## config.mk

```make
export PLATFORM = sky130hd
export DESIGN_NAME = alu_multicycle
export DESIGN_NICKNAME = d
export VERILOG_FILES = /design/src/rtl/alu_pkg.sv /design/src/rtl/alu_shift_add_mul.sv /design/src/rtl/alu_multicycle.sv
export SDC_FILE = /design/constraint.sdc
export NUM_CORES = 1
export LEC_CHECK = 0
export CORE_UTILIZATION = 45
export CTS_CLUSTER_SIZE = 14
export DETAILED_ROUTE_END_ITERATION = 8
export MAX_ROUTING_LAYER = met4
export SLEW_MARGIN = 10
export SYNTH_ARGS = -nofsm -noshare
export SYNTH_HDL_FRONTEND = slang
export SYNTH_HIERARCHICAL = 1
export SYNTH_SLANG_ARGS = --single-unit
```

## constraint.sdc

```tcl
create_clock -name clock -period 6.9 [get_ports clock]
set_input_delay 0.69 -clock clock [delete_from_list [all_inputs] [get_ports clock]]
set_output_delay 0.69 -clock clock [all_outputs]
set_load 0.05 [all_outputs]
```

## src/rtl/alu_pkg.sv

```systemverilog
// Shared definitions for the multicycle ALU: op-select encoding and status bit positions.
package alu_pkg;

    typedef enum logic [2:0] {
        OP_AND = 3'b000,
        OP_OR  = 3'b001,
        OP_ADD = 3'b010,
        OP_XOR = 3'b011,
        OP_LSL = 3'b100,
        OP_LSR = 3'b101,
        OP_MUL = 3'b110,
        OP_ASR = 3'b111
    } op_e;

    localparam int ST_V = 3;
    localparam int ST_C = 2;
    localparam int ST_N = 1;
    localparam int ST_Z = 0;

endpackage

```

## src/rtl/alu_shift_add_mul.sv

```systemverilog
// Iterative unsigned shift-add multiplier: one partial product per cycle, WIDTH cycles per product.
module alu_shift_add_mul #(
    parameter int WIDTH = 64
) (
    input  logic             clock,
    input  logic             reset,
    input  logic             start,
    input  logic [WIDTH-1:0] a,
    input  logic [WIDTH-1:0] b,
    output logic             done,
    output logic [WIDTH-1:0] product,
    output logic             high_nz
);

    localparam int SH_BITS = $clog2(WIDTH);

    logic [2*WIDTH-1:0] mcand;
    logic [2*WIDTH-1:0] acc;
    logic [2*WIDTH-1:0] acc_next;
    logic [WIDTH-1:0]   mplier;
    logic [SH_BITS-1:0] cnt;
    logic               busy;

    // Outputs are taken from the final accumulation itself, so the product is
    // available in the same cycle as the last iteration rather than one later.
    always_comb begin
        acc_next = mplier[0] ? acc + mcand : acc;
    end

    assign done    = busy && (cnt == SH_BITS'(WIDTH - 1));
    assign product = acc_next[WIDTH-1:0];
    assign high_nz = |acc_next[2*WIDTH-1:WIDTH];

    always_ff @(posedge clock) begin
        if (reset) begin
            busy   <= 1'b0;
            cnt    <= '0;
            acc    <= '0;
            mcand  <= '0;
            mplier <= '0;
        end else if (start) begin
            busy   <= 1'b1;
            cnt    <= '0;
            acc    <= '0;
            mcand  <= {{WIDTH{1'b0}}, a};
            mplier <= b;
        end else if (busy) begin
            acc    <= acc_next;
            mcand  <= mcand << 1;
            mplier <= mplier >> 1;
            cnt    <= cnt + 1'b1;
            if (done) begin
                busy <= 1'b0;
            end
        end
    end

endmodule

```

## src/rtl/alu_multicycle.sv

```systemverilog
// Registered ALU with single-cycle logic/add/shift ops and an optional iterative multiply.
// Define ALU_MUL_EN to build the multicycle MUL path; otherwise MUL returns zero in one cycle.
module alu_multicycle
    import alu_pkg::*;
#(
    parameter int WIDTH = 64
) (
    input  logic             clock,
    input  logic             reset,
    input  logic             in_valid,
    output logic             in_ready,
    input  logic [WIDTH-1:0] A,
    input  logic [WIDTH-1:0] B,
    input  logic [4:0]       FS,
    input  logic             C0,
    output logic             out_valid,
    output logic [WIDTH-1:0] F,
    output logic [3:0]       status
);

    localparam int SH_BITS = $clog2(WIDTH);

    op_e                op;
    logic [WIDTH-1:0]   a_s;
    logic [WIDTH-1:0]   b_s;
    logic [SH_BITS-1:0] amt;
    logic               accept;
    logic               single_accept;
    logic [WIDTH:0]     sum_ext;
    logic [WIDTH:0]     lsl_ext;
    logic [WIDTH:0]     lsr_ext;
    logic [WIDTH:0]     asr_ext;
    logic [WIDTH-1:0]   res;
    logic               carry;
    logic               ovf;
    logic [3:0]         flags;
    logic               mul_done;
    logic [WIDTH-1:0]   mul_product;
    logic               mul_high_nz;
    logic [3:0]         mul_flags;

    assign op     = op_e'(FS[4:2]);
    assign a_s    = FS[1] ? ~A : A;
    assign b_s    = FS[0] ? ~B : B;
    assign amt    = B[SH_BITS-1:0];
    assign accept = in_valid && in_ready;

    // Shifts run on a one-bit-extended operand so the extra bit catches the
    // last bit shifted out, which is naturally zero for a zero shift amount.
    assign sum_ext = {1'b0, a_s} + {1'b0, b_s} + {{WIDTH{1'b0}}, C0};
    assign lsl_ext = {1'b0, A} << amt;
    assign lsr_ext = {A, 1'b0} >> amt;
    assign asr_ext = $signed({A, 1'b0}) >>> amt;

    always_comb begin
        res   = '0;
        carry = 1'b0;
        ovf   = 1'b0;
        case (op)
            OP_AND: res = a_s & b_s;
            OP_OR:  res = a_s | b_s;
            OP_XOR: res = a_s ^ b_s;
            OP_ADD: begin
                res   = sum_ext[WIDTH-1:0];
                carry = sum_ext[WIDTH];
                ovf   = (a_s[WIDTH-1] == b_s[WIDTH-1]) && (res[WIDTH-1] != a_s[WIDTH-1]);
            end
            OP_LSL: begin
                res   = lsl_ext[WIDTH-1:0];
                carry = lsl_ext[WIDTH];
            end
            OP_LSR: begin
                res   = lsr_ext[WIDTH:1];
                carry = lsr_ext[0];
            end
            OP_ASR: begin
                res   = asr_ext[WIDTH:1];
                carry = asr_ext[0];
            end
            OP_MUL: res = '0;
            default: res = '0;
        endcase
        flags       = '0;
        flags[ST_V] = ovf;
        flags[ST_C] = carry;
        flags[ST_N] = res[WIDTH-1];
        flags[ST_Z] = (res == '0);
    end

    always_comb begin
        mul_flags       = '0;
        mul_flags[ST_C] = mul_high_nz;
        mul_flags[ST_N] = mul_product[WIDTH-1];
        mul_flags[ST_Z] = (mul_product == '0);
    end

`ifdef ALU_MUL_EN
    typedef enum logic {
        S_IDLE,
        S_MUL
    } state_e;

    state_e state;
    state_e next_state;
    logic   mul_start;

    assign mul_start     = accept && (op == OP_MUL);
    assign single_accept = accept && (op != OP_MUL);
    assign in_ready      = (state == S_IDLE);

    always_ff @(posedge clock) begin
        if (reset) begin
            state <= S_IDLE;
        end else begin
            state <= next_state;
        end
    end

    always_comb begin
        next_state = state;
        case (state)
            S_IDLE: if (mul_start) next_state = S_MUL;
            S_MUL:  if (mul_done)  next_state = S_IDLE;
            default: next_state = S_IDLE;
        endcase
    end

    alu_shift_add_mul #(
        .WIDTH(WIDTH)
    ) u_mul (
        .clock  (clock),
        .reset  (reset),
        .start  (mul_start),
        .a      (a_s),
        .b      (b_s),
        .done   (mul_done),
        .product(mul_product),
        .high_nz(mul_high_nz)
    );
`else
    assign single_accept = accept;
    assign in_ready      = 1'b1;
    assign mul_done      = 1'b0;
    assign mul_product   = '0;
    assign mul_high_nz   = 1'b0;
`endif

    // Results from either path land in the same registers; the FSM guarantees
    // a single-cycle accept never coincides with a multiply completing.
    always_ff @(posedge clock) begin
        if (reset) begin
            F         <= '0;
            status    <= '0;
            out_valid <= 1'b0;
        end else begin
            out_valid <= 1'b0;
            if (single_accept) begin
                F         <= res;
                status    <= flags;
                out_valid <= 1'b1;
            end else if (mul_done) begin
                F         <= mul_product;
                status    <= mul_flags;
                out_valid <= 1'b1;
            end
        end
    end

endmodule
```

# Word-level counts from Yosys, hierarchy flattened
# Index checks and enable logic that the tools add are counted.
[word_totals]
register_bits = 69
inputBits = 137
[classes]
addsub = 2
eq_ne = 9
n_shift = 3
muxes = 6
bitwise_logic = 5
n_reduce_logical = 3
[op_table]
columns = ["cell", "n"]
rows = [
  ["case mux 64 bit (8 select lines)", 1],
  ["two-way mux 64 bit", 2],
  ["inverter 64 bit", 2],
  ["adder 64 x 64 -> 65 bit", 1],
  ["adder 65 x 1 -> 65 bit", 1],
  ["left shift 64 x 6 -> 65 bit", 1],
  [">> shifter 65 x 6 -> 65 bit", 1],
  [">>> shifter 65 x 6 -> 65 bit", 1],
  ["bitwise AND 64 bit", 1],
  ["logical NOT 64 bit", 1],
  ["OR 64 bit", 1],
  ["XOR 64 bit", 1],
  ["equality test 3 bit (second input constant)", 4],
  ["equality test 3 x 2 -> 1 bit (second input constant)", 2],
  ["case mux 1 bit (4 select lines)", 1],
  ["equality test 3 x 1 -> 1 bit (second input constant)", 1],
  ["logical NOT 3 bit", 1],
  ["two-way mux 1 bit", 2],
  ["equality test 1 bit", 1],
  ["logical AND 1 bit", 1],
  ["!= test 1 bit", 1],
]

# Logic depth before layout (Yosys ltp)
[depth]
ltp_word = 7
depth_mapped = 25
ltp_nobuf = 17

# Worst setup path after synthesis
# Ideal clock, no wire load.
[synth_path]
path_type = "input-to-reg"
start = "input B[0]"
end = "register status[0]"
setup_time_ns = 0.059
arrival_time_ns = 6.262
required_time_ns = 6.841
path_slack_ns = 0.579
cell_stages = 25
path_buffers = 8
path_cell_list = "buf_2 -> buf_4 -> buf_4 -> buf_2 -> buf_4 -> buf_2 -> buf_2 -> buf_1 -> xor2_1 -> inv_1 -> fa_1 -> fa_1 -> nand2b_1 -> a21oi_1 -> o2111ai_1 -> a2111oi_1 -> o31ai_1 -> a31oi_1 -> a31oi_1 -> xnor2_1 -> a21boi_0 -> and4b_1 -> nand4_1 -> nor4_1 -> a31o_1"
[synth_between]
elab_chain_len = 6
elab_cells_between_ends = 12
classes_between = "2 x add/sub; 3 x shift; 2 x mux; 4 x bitwise; 1 x reduce/logical"
[synth_lines]
columns = ["element", "line", "source"]
rows = [
  ["start: declaration", "alu_multicycle.sv:13", "input logic [WIDTH-1:0] B,"],
  ["inverter 64 bit", "alu_multicycle.sv:44", "assign b_s = FS[0] ? ~B : B;"],
  ["two-way mux 64 bit", "alu_multicycle.sv:44", ""],
  ["adder 64 x 64 -> 65 bit", "alu_multicycle.sv:50", "assign sum_ext = {1'b0, a_s} + {1'b0, b_s} + {{WIDTH{1'b0}}, C0};"],
  ["adder 65 x 1 -> 65 bit", "alu_multicycle.sv:50", ""],
  ["case mux 64 bit (8 select lines) *", "alu_multicycle.sv:59", "case (op)"],
  ["logical NOT 64 bit *", "alu_multicycle.sv:87", "flags[ST_Z] = (res == '0);"],
  ["end signal: assignment", "alu_multicycle.sv:159", "status <= flags;"],
  ["end signal: assignment", "alu_multicycle.sv:163", "status <= mul_flags;"],
  ["end: declaration", "alu_multicycle.sv:18", "output logic [3:0] status"],
]
# Every way passes the cells marked *; elsewhere a longest branch is shown, timed or not.
# A chain may end at the register's enable or synchronous reset.

# Worst setup path after layout
# Same ends and word-level chain as after synthesis.

==> impl_metrics.ini <==
[run_status]
outcome = complete, but fails checks
violations = design-rule violations

[synthesis]
synth_edf_count = 0
synth_warnings = 6
synthCells = 3333
syn_nets = 3600
yosysUniqueCellTypes = 93
avgSynthCellArea_um2 = 7.27
synthFlopType = dfxtp_1
synth-seq-cells = 68
ys_seq_area_frac = 0.0562
synthArstFlopShare = 0
synth.cell_area_um2 = 24200

[final_layout]
layout-drive-gt1-share = 0.151
fill_cells = 5173
syn2layout_area_growth_pct = 13.7
nets = 3675
finalInstanceArea_um2 = 27500

[clock_tree]
ctsLongestPathBuffers = 2
clk_latency_ps = 350
ctsResizeCount = 0
cts_hold_buffers = 0
post_cts_buffers = 0
clk_pin_slew_ps = 60
cts_buffers = 9
cts_root_buf = clkbuf_16
cts_sinks = 68
cts_tree = built
htreeDepth = 3

[global_routing]
antenna_found_initial = 14
gr-total-overflow = 0
grt_start_max_net_pins = 86
grt_pass1_wl_mm = 213
grt_usage = 0.563
grt_pass1_vias = 28129

[timing]
final_max_slew_viol_count = 0
finClkSkew_ps = 0
max_slew_margin = 0.0580
grt_setup_unrepaired = false
fmax_mhz = 161
setup_tns_ps = 0
finalHoldViolations = 0
worstMarginPinSlew_ps = 1410
min_period_over_period = 0.903
fin_ws_ps = 670
setup_viol = 0
finalCriticalPeriod_ps = 6230

[worst_setup_path]
startpoint_type = primary input
worst_setup_path_end_kind = flop
critPathMaxFanout = 7
path_class = in2reg
cp_data_arrival_time_ps = 6530
cp.required_ps = 7200

[route]
routed_via_density = 7.62
drtIter0Drc = 6352
wirelength_mm = 155
drcViolationCount = 22
wl_met2_mm = 60.3
avgRoutedWirePerCell_um = 37.6
topRoutingLayerUsed = met4
vias = 31339
wl_met1_mm = 54.9
met3_length_mm = 24.7
first_pass_iters = 9
drtAntennaViolNets = 0

[placed_design]
pre_cts_ws_ps = 718
place.gp.congestion = 1.21
placed_cell_area_um2 = 27200
hpwl_mm = 121
port_buffers = 205

[die]
io_pins = 207
die-area_um2 = 54800
num_rows = 84
coreArea_um2 = 52900
start_util = 0.458
die_y_um = 234
die_x_um = 234

[job]
maxCapViolations = 0

[power]
leakage_nw = 11.1
irDropWorstVdd_mv = 0.199
power_density_nw_per_um2 = 153

[worst_hold_path]
min_path_type = reg2reg
## final cells by class
class                   instances  area [um^2]  area share
well taps                     688          861      0.0312
diodes                         10         25.0    0.000908
clock buffers                  11          253     0.00917
multi-input cells            2754        20700       0.751
flip-flops and latches         68         1360      0.0494
clock inverters                 5          106     0.00386
inverters                     165          622      0.0226
repair buffers                410         3630       0.132
## routing by layer
metal	up-vias	GRT usage
li1	12573	-
met3	825	0.194
met1	14744	0.681
met2	3197	0.769
met4	0	0.407
met5	-	-
## critical path, cell delays in order
cell and delay, ps:
buf_4 190, xor2_1 730, inv_1 190, fa_1 490
fa_1 440, nand2b_1 170, a21oi_1 310, o2111ai_1 250
o211ai_1 410, a31oi_1 270, mux2i_1 180, nor4_1 610
nand2_1 90, or4_1 560, nor4_1 250, buf_4 170
o211ai_1 80, nor4_1 260, a31o_1 170
## path summary, 6_finish.rpt
check,startpoint,end,slack (ps),depth (start not counted)
setup / recovery,B[0],status[0],670,19
hold / removal,F[9],F[9],470,2
setup reg to reg,F[13],F[13],6090,2
hold reg to reg,F[9],F[9],470,2
## power by group
part,switching (mW),total [mW],internal (mW)
Clock,0.181,0.555,0.374
Sequential,0.0207,0.449,0.428
Combinational,2.12,3.20,1.08
Total,2.33,4.20,1.88
## layout by cell type (no fill, tap or decap), drive strengths merged, types with 32 or more instances in the layout
cell type | netlist | final
nand2 | 305 | 305
inv | 164 | 165
clkdlybuf4s50 | 0 | 192
xnor2 | 68 | 68
nand4 | 35 | 35
buf | 139 | 216
nor3 | 76 | 76
mux4 | 130 | 130
dfxtp | 68 | 68
a211oi | 81 | 81
xor2 | 97 | 97
a31oi | 39 | 39
nand3 | 72 | 72
nor2 | 334 | 334
ha | 128 | 128
o21ai | 181 | 181
o211ai | 51 | 51
a21oi | 236 | 236
mux2 | 105 | 105
o22ai | 74 | 74
mux2i | 206 | 206
nand2b | 32 | 32
## kinds of logic (layout without fill, tap and decap cells)
logic type,count (synthesis),count (layout),share of synthesized area
xor gates and xnor gates,165,165,0.0597
adders and majority gates,130,130,0.0678
DFF,68,68,0.0562
muxes,441,441,0.255
buffers and inverters,511,591,0.0915
AOI/OAI and AO/OA,989,989,0.273
other,1,11,0.000155
and+or+nand+nor,1028,1028,0.197
## synth_stat cells, drive strengths merged, types with 22 or more instances
cell type,count,area share
and2,23,0.0059
xor2,97,0.035
o21ai,181,0.037
a31oi,39,0.010
nand2,305,0.047
nor3,76,0.016
nand3,72,0.015
nor2b,26,0.0067
clkbuf,207,0.032
nor4,22,0.0059
o211ai,51,0.016
a21oi,236,0.049
nor2,334,0.052
a21o,23,0.0071
mux2i,206,0.085
nand2b,32,0.0083
o22ai,74,0.019
a221oi,28,0.010
dfxtp,68,0.056
inv,164,0.025
nand4,35,0.0090
a22oi,31,0.0096
mux4,130,0.12
mux2,105,0.049
a211oi,81,0.025
ha,128,0.066
xnor2,68,0.025
buf,139,0.034
## registers in the layout, indices dropped and copies added, names as in the netlist
| register | count |
|---|---|
| F | 63 |
| out_valid | 1 |
| status | 4 |
## stage by stage
step | power (mW) | util | hold slack (ps) | std cells
after detailed placement | 3.45 | 0.514 | 451 | 4085
after CTS | 4.01 | 0.521 | 476 | 4101
after floorplan | 2.34 | - | 686 | 3333
final | 4.20 | 0.521 | 474 | 4111
after global routing | 4.29 | 0.521 | 496 | 4111
after global placement | 3.43 | 0.514 | 451 | 4085
(Power assumes the default switching activity.)
